==> src/rtl/mips_dmem_ctrl.sv <==
// mips_dmem_ctrl
//   Data-memory controller that sits between the CPU data port and an external
//   variable-latency bus with a req/ack handshake. Stores are absorbed into a
//   FIFO write buffer so they do not stall the CPU. Loads wait until the buffer
//   has fully drained, which keeps reads ordered after earlier writes. Load
//   data is registered and held for the CPU's M stage.
//
// Ports
//   clk                 clock
//   rst                 asynchronous active-low reset
//   en_in               system run enable
//   cpu_en              pipeline enable to the CPU (en_in & ~stall)
//   cpu_mem_read_en     load request (EX stage)
//   cpu_mem_write_en    byte-lane store enables, [3] is the MSB lane
//   cpu_mem_addr        request address
//   cpu_mem_write_data  store data, lanes already replicated
//   cpu_mem_read_data   registered load data for the M stage
//   ext_req             bus request
//   ext_we              bus byte enables, 0 means read
//   ext_addr            bus address
//   ext_wdata           bus write data
//   ext_ack             one-cycle completion strobe
//   ext_rdata           bus read data, valid with ext_ack
//   wb_count            write-buffer occupancy
module mips_dmem_ctrl #(
  parameter int WB_DEPTH = 4,
  parameter int ADDR_W   = 32
) (
  input  logic                      clk,
  input  logic                      rst,
  input  logic                      en_in,
  output logic                      cpu_en,
  input  logic                      cpu_mem_read_en,
  input  logic [3:0]                cpu_mem_write_en,
  input  logic [ADDR_W-1:0]         cpu_mem_addr,
  input  logic [31:0]               cpu_mem_write_data,
  output logic [31:0]               cpu_mem_read_data,
  output logic                      ext_req,
  output logic [3:0]                ext_we,
  output logic [ADDR_W-1:0]         ext_addr,
  output logic [31:0]               ext_wdata,
  input  logic                      ext_ack,
  input  logic [31:0]               ext_rdata,
  output logic [$clog2(WB_DEPTH):0] wb_count
);

  localparam int PTR_W = $clog2(WB_DEPTH);
  localparam int CNT_W = PTR_W + 1;

  localparam logic [CNT_W-1:0] DEPTH_C = CNT_W'(WB_DEPTH);
  localparam logic [CNT_W-1:0] CNT_ONE = CNT_W'(1);
  localparam logic [PTR_W-1:0] PTR_ONE = PTR_W'(1);

  typedef enum logic [1:0] {
    IDLE   = 2'd0,
    WDRAIN = 2'd1,
    RD     = 2'd2,
    RDONE  = 2'd3
  } state_t;

  state_t              state_q, state_d;
  logic [PTR_W-1:0]    wr_ptr_q, wr_ptr_d;
  logic [PTR_W-1:0]    rd_ptr_q, rd_ptr_d;
  logic [CNT_W-1:0]    count_q, count_d;
  logic                ext_req_q, ext_req_d;
  logic [3:0]          ext_we_q, ext_we_d;
  logic [ADDR_W-1:0]   ext_addr_q, ext_addr_d;
  logic [31:0]         ext_wdata_q, ext_wdata_d;
  logic [31:0]         rdata_q, rdata_d;

  // Buffer storage: data only, never reset.
  logic [ADDR_W-1:0]   wb_addr_q  [WB_DEPTH];
  logic [3:0]          wb_we_q    [WB_DEPTH];
  logic [31:0]         wb_wdata_q [WB_DEPTH];

  logic                any_we;
  logic                full;
  logic                push;
  logic                ack_v;
  logic                pop;
  logic                stall;
  logic                more_after_pop;
  logic [PTR_W-1:0]    nxt_idx;

  always_comb begin
    any_we = |cpu_mem_write_en;
    // Fullness is judged on the registered count, so a pop in the same cycle
    // does not open a slot for this cycle's push.
    full   = (count_q == DEPTH_C);
    push   = en_in & any_we & ~full;
    // An ack with no outstanding request is ignored.
    ack_v  = ext_ack & ext_req_q;
    pop    = (state_q == WDRAIN) & ack_v;
    stall  = (any_we & full) | (cpu_mem_read_en & (state_q != RDONE));
    // Entries left after this cycle's pop, including one pushed right now.
    more_after_pop = (count_q > CNT_ONE) | push;
    nxt_idx        = rd_ptr_q + PTR_ONE;
  end

  always_comb begin
    wr_ptr_d = wr_ptr_q;
    rd_ptr_d = rd_ptr_q;
    count_d  = count_q;
    if (push) begin
      wr_ptr_d = wr_ptr_q + PTR_ONE;
    end
    if (pop) begin
      rd_ptr_d = rd_ptr_q + PTR_ONE;
    end
    count_d = count_q + {{(CNT_W-1){1'b0}}, push} - {{(CNT_W-1){1'b0}}, pop};
  end

  always_comb begin
    state_d     = state_q;
    ext_req_d   = ext_req_q;
    ext_we_d    = ext_we_q;
    ext_addr_d  = ext_addr_q;
    ext_wdata_d = ext_wdata_q;
    rdata_d     = rdata_q;

    case (state_q)
      IDLE: begin
        if (count_q != '0) begin
          state_d     = WDRAIN;
          ext_req_d   = 1'b1;
          ext_we_d    = wb_we_q[rd_ptr_q];
          ext_addr_d  = wb_addr_q[rd_ptr_q];
          ext_wdata_d = wb_wdata_q[rd_ptr_q];
        end else if (cpu_mem_read_en && en_in) begin
          state_d    = RD;
          ext_req_d  = 1'b1;
          ext_we_d   = 4'h0;
          ext_addr_d = cpu_mem_addr;
        end
      end

      WDRAIN: begin
        if (ack_v) begin
          if (more_after_pop) begin
            // Back-to-back drain. When only the popped entry was stored, the
            // next head is the one being pushed this very cycle, so take it
            // straight from the CPU port.
            ext_req_d = 1'b1;
            if (count_q > CNT_ONE) begin
              ext_we_d    = wb_we_q[nxt_idx];
              ext_addr_d  = wb_addr_q[nxt_idx];
              ext_wdata_d = wb_wdata_q[nxt_idx];
            end else begin
              ext_we_d    = cpu_mem_write_en;
              ext_addr_d  = cpu_mem_addr;
              ext_wdata_d = cpu_mem_write_data;
            end
          end else if (cpu_mem_read_en && en_in) begin
            state_d    = RD;
            ext_req_d  = 1'b1;
            ext_we_d   = 4'h0;
            ext_addr_d = cpu_mem_addr;
          end else begin
            state_d   = IDLE;
            ext_req_d = 1'b0;
            ext_we_d  = 4'h0;
          end
        end
      end

      RD: begin
        if (ack_v) begin
          state_d   = RDONE;
          ext_req_d = 1'b0;
          rdata_d   = ext_rdata;
        end
      end

      RDONE: begin
        // One stall-free cycle lets the CPU advance past the held load.
        state_d = IDLE;
      end

      default: begin
        state_d   = IDLE;
        ext_req_d = 1'b0;
      end
    endcase
  end

  always_ff @(posedge clk or negedge rst) begin
    if (!rst) begin
      state_q     <= IDLE;
      wr_ptr_q    <= '0;
      rd_ptr_q    <= '0;
      count_q     <= '0;
      ext_req_q   <= 1'b0;
      ext_we_q    <= 4'h0;
      ext_addr_q  <= '0;
      ext_wdata_q <= '0;
      rdata_q     <= '0;
    end else begin
      state_q     <= state_d;
      wr_ptr_q    <= wr_ptr_d;
      rd_ptr_q    <= rd_ptr_d;
      count_q     <= count_d;
      ext_req_q   <= ext_req_d;
      ext_we_q    <= ext_we_d;
      ext_addr_q  <= ext_addr_d;
      ext_wdata_q <= ext_wdata_d;
      rdata_q     <= rdata_d;
    end
  end

  always_ff @(posedge clk) begin
    if (push) begin
      wb_addr_q[wr_ptr_q]  <= cpu_mem_addr;
      wb_we_q[wr_ptr_q]    <= cpu_mem_write_en;
      wb_wdata_q[wr_ptr_q] <= cpu_mem_write_data;
    end
  end

  assign cpu_en            = en_in & ~stall;
  assign cpu_mem_read_data = rdata_q;
  assign ext_req           = ext_req_q;
  assign ext_we            = ext_we_q;
  assign ext_addr          = ext_addr_q;
  assign ext_wdata         = ext_wdata_q;
  assign wb_count          = count_q;

endmodule

==> config.mk <==
export PLATFORM = sky130hd
export DESIGN_NAME = mips_dmem_ctrl
export DESIGN_NICKNAME = d
export VERILOG_FILES = /design/src/rtl/mips_dmem_ctrl.sv
export SDC_FILE = /design/constraint.sdc
export NUM_CORES = 1
export LEC_CHECK = 0
export ABC_AREA = 1
export CAP_MARGIN = 10
export CORE_MARGIN = 3
export CORE_UTILIZATION = 57
export DETAILED_ROUTE_END_ITERATION = 10
export GPL_ROUTABILITY_DRIVEN = 0
export GPL_TIMING_DRIVEN = 0
export PLACE_DENSITY = 0.8
export SETUP_SLACK_MARGIN = 0.1
export SYNTH_ARGS = -nofsm -noshare
export SYNTH_HDL_FRONTEND = slang
export SYNTH_SLANG_ARGS = --single-unit
==> constraint.sdc <==
create_clock -name clk -period 5.25 [get_ports clk]
set_input_delay 0.525 -clock clk [delete_from_list [all_inputs] [get_ports clk]]
set_output_delay 0.525 -clock clk [all_outputs]
set_load 0.01 [all_outputs]
==> results of run 1 <==
## metal layers
layer | GRT usage | wire length (um)
met2 | 0.561 | 30500
met4 | 0.187 | 3320
met5 | 0 | 0
met3 | 0.0617 | 7560
met1 | 0.422 | 22300
## kinds of logic after synthesis
kind of cell,count (synthesis),share of synthesized area
xor gates and xnor gates,3,0.00133
adders and majority gates,9,0.00608
muxes,32,0.0182
AOI/OAI and AO/OA,266,0.0718
DFF,382,0.553
and+or+nand+nor,1422,0.287
buffers and inverters,266,0.0631
## worst max-delay path: cells and delay by family
| family | cells | cell delay, ns |
|---|---|---|
| AND/OR/NAND/NOR | 4 | 1.05 |
| buffers and inverters | 4 | 1.48 |
## stage by stage
step / std cells / utilization / setup TNS, ns / hold slack [ns]
floorplan: 2380 / - / 0 / 0.229
global placement: 3035 / 0.661 / -736.71 / 0.460
detailed placement: 3045 / 0.669 / 0 / 0.424
CTS: 3124 / 0.709 / 0 / 0.435
global route: 3124 / 0.709 / 0 / 0.460
finish: 3124 / 0.709 / 0 / 0.434
## cell usage after synthesis, drive strengths merged
| cell | count | area [um2] |
|---|---|---|
| or2 | 22 | 138 |
| clkbuf | 42 | 158 |
| nand4 | 14 | 87.6 |
| xnor2 | 1 | 8.76 |
| ha | 8 | 100 |
| o21ai | 114 | 571 |
| edfxtp | 272 | 8170 |
| nand3 | 172 | 871 |
| nor2 | 211 | 797 |
| a22oi | 32 | 240 |
| fa | 1 | 20.0 |
| mux2 | 32 | 360 |
| a31oi | 1 | 6.26 |
| dfrtp | 110 | 2750 |
| o22ai | 2 | 12.5 |
| nand2 | 1003 | 3770 |
| xor2 | 2 | 17.5 |
| a21oi | 117 | 589 |
| inv | 115 | 437 |
| buf | 109 | 652 |
## state kept, by name (all words and copies together) (netlist names)
name	cells
wb_we_q	16
wb_wdata_q	128
wr_ptr_q	2
ext_wdata	32
cpu_mem_read_data	32
wb_count	3
ext_req	1
rd_ptr_q	2
ext_we	4
ext_addr	32
state_q	2
wb_addr_q	128
## worst max path at each step
stage                     slack (ns)                         end  cells past startpoint
final                           2.37  wb_wdata_q[3][9]$_DFFE_PP_                      8
after global routing            2.39  wb_wdata_q[2][9]$_DFFE_PP_                      8
after CTS                       2.49   wb_addr_q[3][5]$_DFFE_PP_                      8
after detailed placement        1.93  wb_wdata_q[3][9]$_DFFE_PP_                      8
after global placement         -2.35  wb_wdata_q[2][9]$_DFFE_PP_                      6
after floorplan                 0.91   wb_addr_q[0][0]$_DFFE_PP_                      4
## final cells by class
| class | instances | area share |
|---|---|---|
| sequential | 382 | 0.455 |
| multi-input combinational | 1732 | 0.318 |
| timing repair buffer | 218 | 0.0961 |
| clock buffer | 64 | 0.0524 |
| buffer | 151 | 0.0337 |
| tap | 448 | 0.0234 |
| inverter | 115 | 0.0182 |
| clock inverter | 14 | 0.00375 |
## power breakdown
part	leakage (nW)	switching, mW	internal [mW]
registers	3.89	0.179	3.71
clock network	0.660	1.20	1.70
logic	6.12	1.44	0.627
## repair_timing
action / in CTS / in global routing
hold endpoints to repair: 25 / 0
setup endpoints to repair: 0 / 0
hold buffers: 1 / 0
setup buffers: 0 / 0
==> reports/qor.csv, run 1 <==
metric;value;unit
placement.io_buffers;207;
final_cell_mix;nand2_1 (999), edfxtp_1 (272), clkdlybuf4s50_1 (206), nor2_1 (205), nand3_1 (170);
crit_top_cell;buf_12;
initial_core_util;0.583;
final_common_cell;nand2_1;
cts_sinks;382;
drtPass1Iterations;8;
hp-class;in -> async;
crit_type;in -> reg;
timing.rr.start;wb_count[1]$_DFF_PN0_;
routed_wl;63.6;mm
synth_area;19800;um2
die_w;192;um
slew_headroom;0.433;
synth-seq-area-share;0.553;
drt_iter0_drc;2392;
clock_skew;0.0232;ns
setup_violations;0;
fin_crit;2.88;ns
cp_slowest_cell;nor2_4;
die_h;192;um
ir_drop;0.261;mV
worst_pin_slew;0.848;ns
cts_buffer_depth;3;
globalRouteOverflowTotal;0;
clk_pin_slew;0.06;ns
drt-vias-per-instance;5.94;
std_cell_rows;67;
antennaDiodeCount;0;
grt_pass1_wl;97.7;mm
fmax;348;MHz
postSynthCellCount;2380;
p_leak;10.7;nW
hold_violations;0;
final_area;24000;um2
wl_per_cell;20.4;um
multi_input_area;7620;um2
grt_setup_unrepaired;no;
worstReg2RegEnd;wb_wdata_q[3][9]$_DFFE_PP_;
fin_ws;2.37;ns
r2r_cells;7;
vias;18542;
cp.required;5.48;ns
die-area;36900;um2
startpoint_type;input pin;
syn_avg_cell_area;8.30;um2
worstSetupEndpointType;flop;
worst_path_largest_cell_delay;0.69;ns
ys_types;30;
cts_tree;yes;
finalNetCount;2756;
cts-resized-gates;0;
path_max_fanout;26;
syn_nets;2494;
cts_root_buf;clkbuf_16;
synth_seq_cells;382;
power;8.84;mW
timing.final.crit_share;0.548;
drc;0;
antenna_found_initial;0;
nFillCells;2542;
gr-usage-all-layers;0.339;
hpwl;42.1;mm
grt_pass1_vias;18480;
status;complete, no violations;
area_growth;21.5;%
startpoint;cpu_mem_write_en[1];
drive_gt1_frac;0.0938;
coreArea;33900;um2
rrSetupSlack;2.51;ns
power_density;368;nW/um2
ios;210;
ys_warn_count;0;
h-tree-depth;2;
grt_max_degree;86;
numCtsBuffers;42;
crit_arrival;3.11;ns
dpl_cell_area;22600;um2
drv_slew;0;
pre_cts_ws;1.93;ns
path_cells;clkdlybuf4s50_1 > nor2_1 > nand2_1 > nand3_2 > buf_2 > nor2_4 > buf_12 > buf_12;
cap_violations;0;
clock_latency;0.55;ns
regArea;10900;um2
ant_nets;0;
Power figures use the tool's default switching activity.
==> run 2: changes to the inputs <==
--- a/config.mk
+++ b/config.mk
@@ -8,11 +8,11 @@
 export ABC_AREA = 1
 export CAP_MARGIN = 10
 export CORE_MARGIN = 3
-export CORE_UTILIZATION = 57
+export CORE_UTILIZATION = 52
 export DETAILED_ROUTE_END_ITERATION = 10
 export GPL_ROUTABILITY_DRIVEN = 0
 export GPL_TIMING_DRIVEN = 0
-export PLACE_DENSITY = 0.8
+export PLACE_DENSITY = 0.77
 export SETUP_SLACK_MARGIN = 0.1
 export SYNTH_ARGS = -nofsm -noshare
 export SYNTH_HDL_FRONTEND = slang
==> constraint.sdc (replaced) <==
create_clock -name clk -period 2.33 [get_ports clk]
set_input_delay 0.233 -clock clk [delete_from_list [all_inputs] [get_ports clk]]
set_output_delay 0.233 -clock clk [all_outputs]
set_load 0.01 [all_outputs]
==> reports/qor.csv, run 2 (same netlist as run 1, synthesis figures left out) <==
metric;value;unit;change
status;complete, no violations;;
final_common_cell;nand2_1;;
drt_iter0_drc;2214;;-7.4%
path_max_fanout;6;;-77%
ir_drop;0.616;mV;+140%
finalNetCount;2763;;+0.25%
clock_latency;0.57;ns;+0.02 ns
coreArea;37000;um2;+9.4%
nFillCells;2996;;+18%
initial_core_util;0.533;;-0.0501
crit_type;reg -> out;;
drv_slew;0;;unchanged
grt_pass1_vias;17934;;-3.0%
globalRouteOverflowTotal;0;;unchanged
crit_arrival;2.01;ns;-1.10 ns
gr-usage-all-layers;0.301;;-0.0381
power_density;824;nW/um2;+120%
fin_crit;2.24;ns;
power;19.9;mW;+130%
antenna_found_initial;3;;+3
setup_violations;0;;unchanged
startpoint_type;flop;;
wl_per_cell;19.5;um;-4.0%
fin_ws;0.0860;ns;-2.29 ns
grt_pass1_wl;96.4;mm;-1.3%
die-area;40400;um2;+9.3%
pre_cts_ws;-0.517;ns;-2.45 ns
h-tree-depth;2;;unchanged
slew_headroom;0.528;;+0.0953
timing.final.crit_share;0.963;;
hpwl;42.4;mm;+0.83%
fmax;446;MHz;
ant_nets;0;;unchanged
p_leak;10.7;nW;+0.51%
hold_violations;0;;unchanged
area_growth;22.3;%;
vias;18063;;-2.6%
hp-class;in -> async;;
cts_root_buf;clkbuf_16;;
worstSetupEndpointType;output pin;;
grt_max_degree;92;;+7.0%
stdcell_count;3188;;+2.0%
cap_violations;0;;unchanged
cp.required;2.10;ns;-3.38 ns
numCtsBuffers;43;;+2.4%
worst_pin_slew;0.707;ns;-0.142 ns
drive_gt1_frac;0.100;;+0.00650
place_inst;3101;;+1.8%
clock_skew;0.0226;ns;-0.000647 ns
drt-vias-per-instance;5.67;;-4.5%
drc;0;;unchanged
clk_pin_slew;0.06;ns;about the same
ios;210;;unchanged
placement.io_buffers;207;;unchanged
std_cell_rows;70;;+4.5%
final_cell_mix;nand2_1 (999), edfxtp_1 (272), clkdlybuf4s50_1 (206), nor2_1 (205), nand3_1 (169);;
drtPass1Iterations;6;;-2
cts_tree;yes;;
die_h;201;um;+4.6%
cts_sinks;382;;unchanged
grt_setup_unrepaired;yes;;
largestRegisters;wb_addr_q: 128 flops, wb_wdata_q: 128 flops;;
die_w;201;um;+4.6%
cts_buffer_depth;3;;unchanged
routed_wl;62.3;mm;-2.0%
[run 2: final timing paths]
kind | cells past startpoint | slack (ns) | from | to
min in group clk | 2 | 0.27 | ext_rdata[2] | cpu_mem_read_data[2]$_DFFE_PN0P_
hold / removal | 2 | 0.1 | rst | ext_addr[5]$_DFFE_PN0P_
setup / recovery | 5 | 0.09 | wb_count[1]$_DFF_PN0_ | cpu_en
max in group asynchronous | 3 | 1.47 | rst | wb_count[1]$_DFF_PN0_
setup reg to reg | 10 | 0.18 | state_q[0]$_DFFE_PN0P_ | wb_count[2]$_DFF_PN0_
hold reg to reg | 2 | 0.47 | ext_wdata[4]$_DFFE_PN0P_ | ext_wdata[4]$_DFFE_PN0P_
[run 2: layer usage]
| layer | track usage | wire length (um) | vias up |
|---|---|---|---|
| met1 | 0.388 | 22700 | 8304 |
| met3 | 0.0535 | 7280 | 194 |
| met5 | 0 | 11 | - |
| met4 | 0.128 | 2090 | 2 |
| li1 | - | - | 8306 |
| met2 | 0.504 | 30200 | 1257 |
[run 2: final cells by class]
cell class / count / area (um2) / share of cell area
Clock buffer: 64 / 1240 / 0.0512
Multi-Input combinational cell: 1733 / 7660 / 0.317
Inverter: 115 / 442 / 0.0183
Timing Repair Buffer: 223 / 2340 / 0.0970
Tap cell: 504 / 631 / 0.0261
Clock inverter: 14 / 87.6 / 0.00362
Sequential cell: 382 / 10900 / 0.452
Buffer: 151 / 837 / 0.0346
Antenna cell: 2 / 5.00 / 0.000207
[run 2: worst max-delay path, cell delays in order, from the launching register on]
cell,delay [ns]
dfrtp_2,0.43
inv_4,0.09
nand3_2,0.14
a21oi_2,0.22
nor2_1,0.08
clkdlybuf4s50_1,0.48
[run 2: where the power goes]
group / leakage [nW] / internal (mW) / switching [mW]
combinational: 6.18 / 1.46 / 3.22
sequential: 3.89 / 8.35 / 0.382
clock: 0.652 / 3.77 / 2.73
total: 10.7 / 13.6 / 6.34
[run 2: stage by stage]
stage          hold WS (ns)   util  setup TNS, ns  cell area, um2
2_1_floorplan       -0.0626      -              0           19800
4_1_cts              0.0872  0.652              0           24100
5_1_grt               0.124  0.652              0           24200
3_5_place_dp          0.104  0.614         -74.99           22700
3_3_place_gp          0.461  0.608        -762.00           22500
6_report             0.0986  0.652              0           24200
[run 2: repair_timing]
action / CTS / global route
pin swaps: 3 / 1
cloned: 1 / 0
gates resized for setup: 8 / 16
setup endpoints to repair: 205 / 46
endpoints found under the hold margin: 110 / 0
setup buffers: 4 / 1
hold buffers: 1 / 0
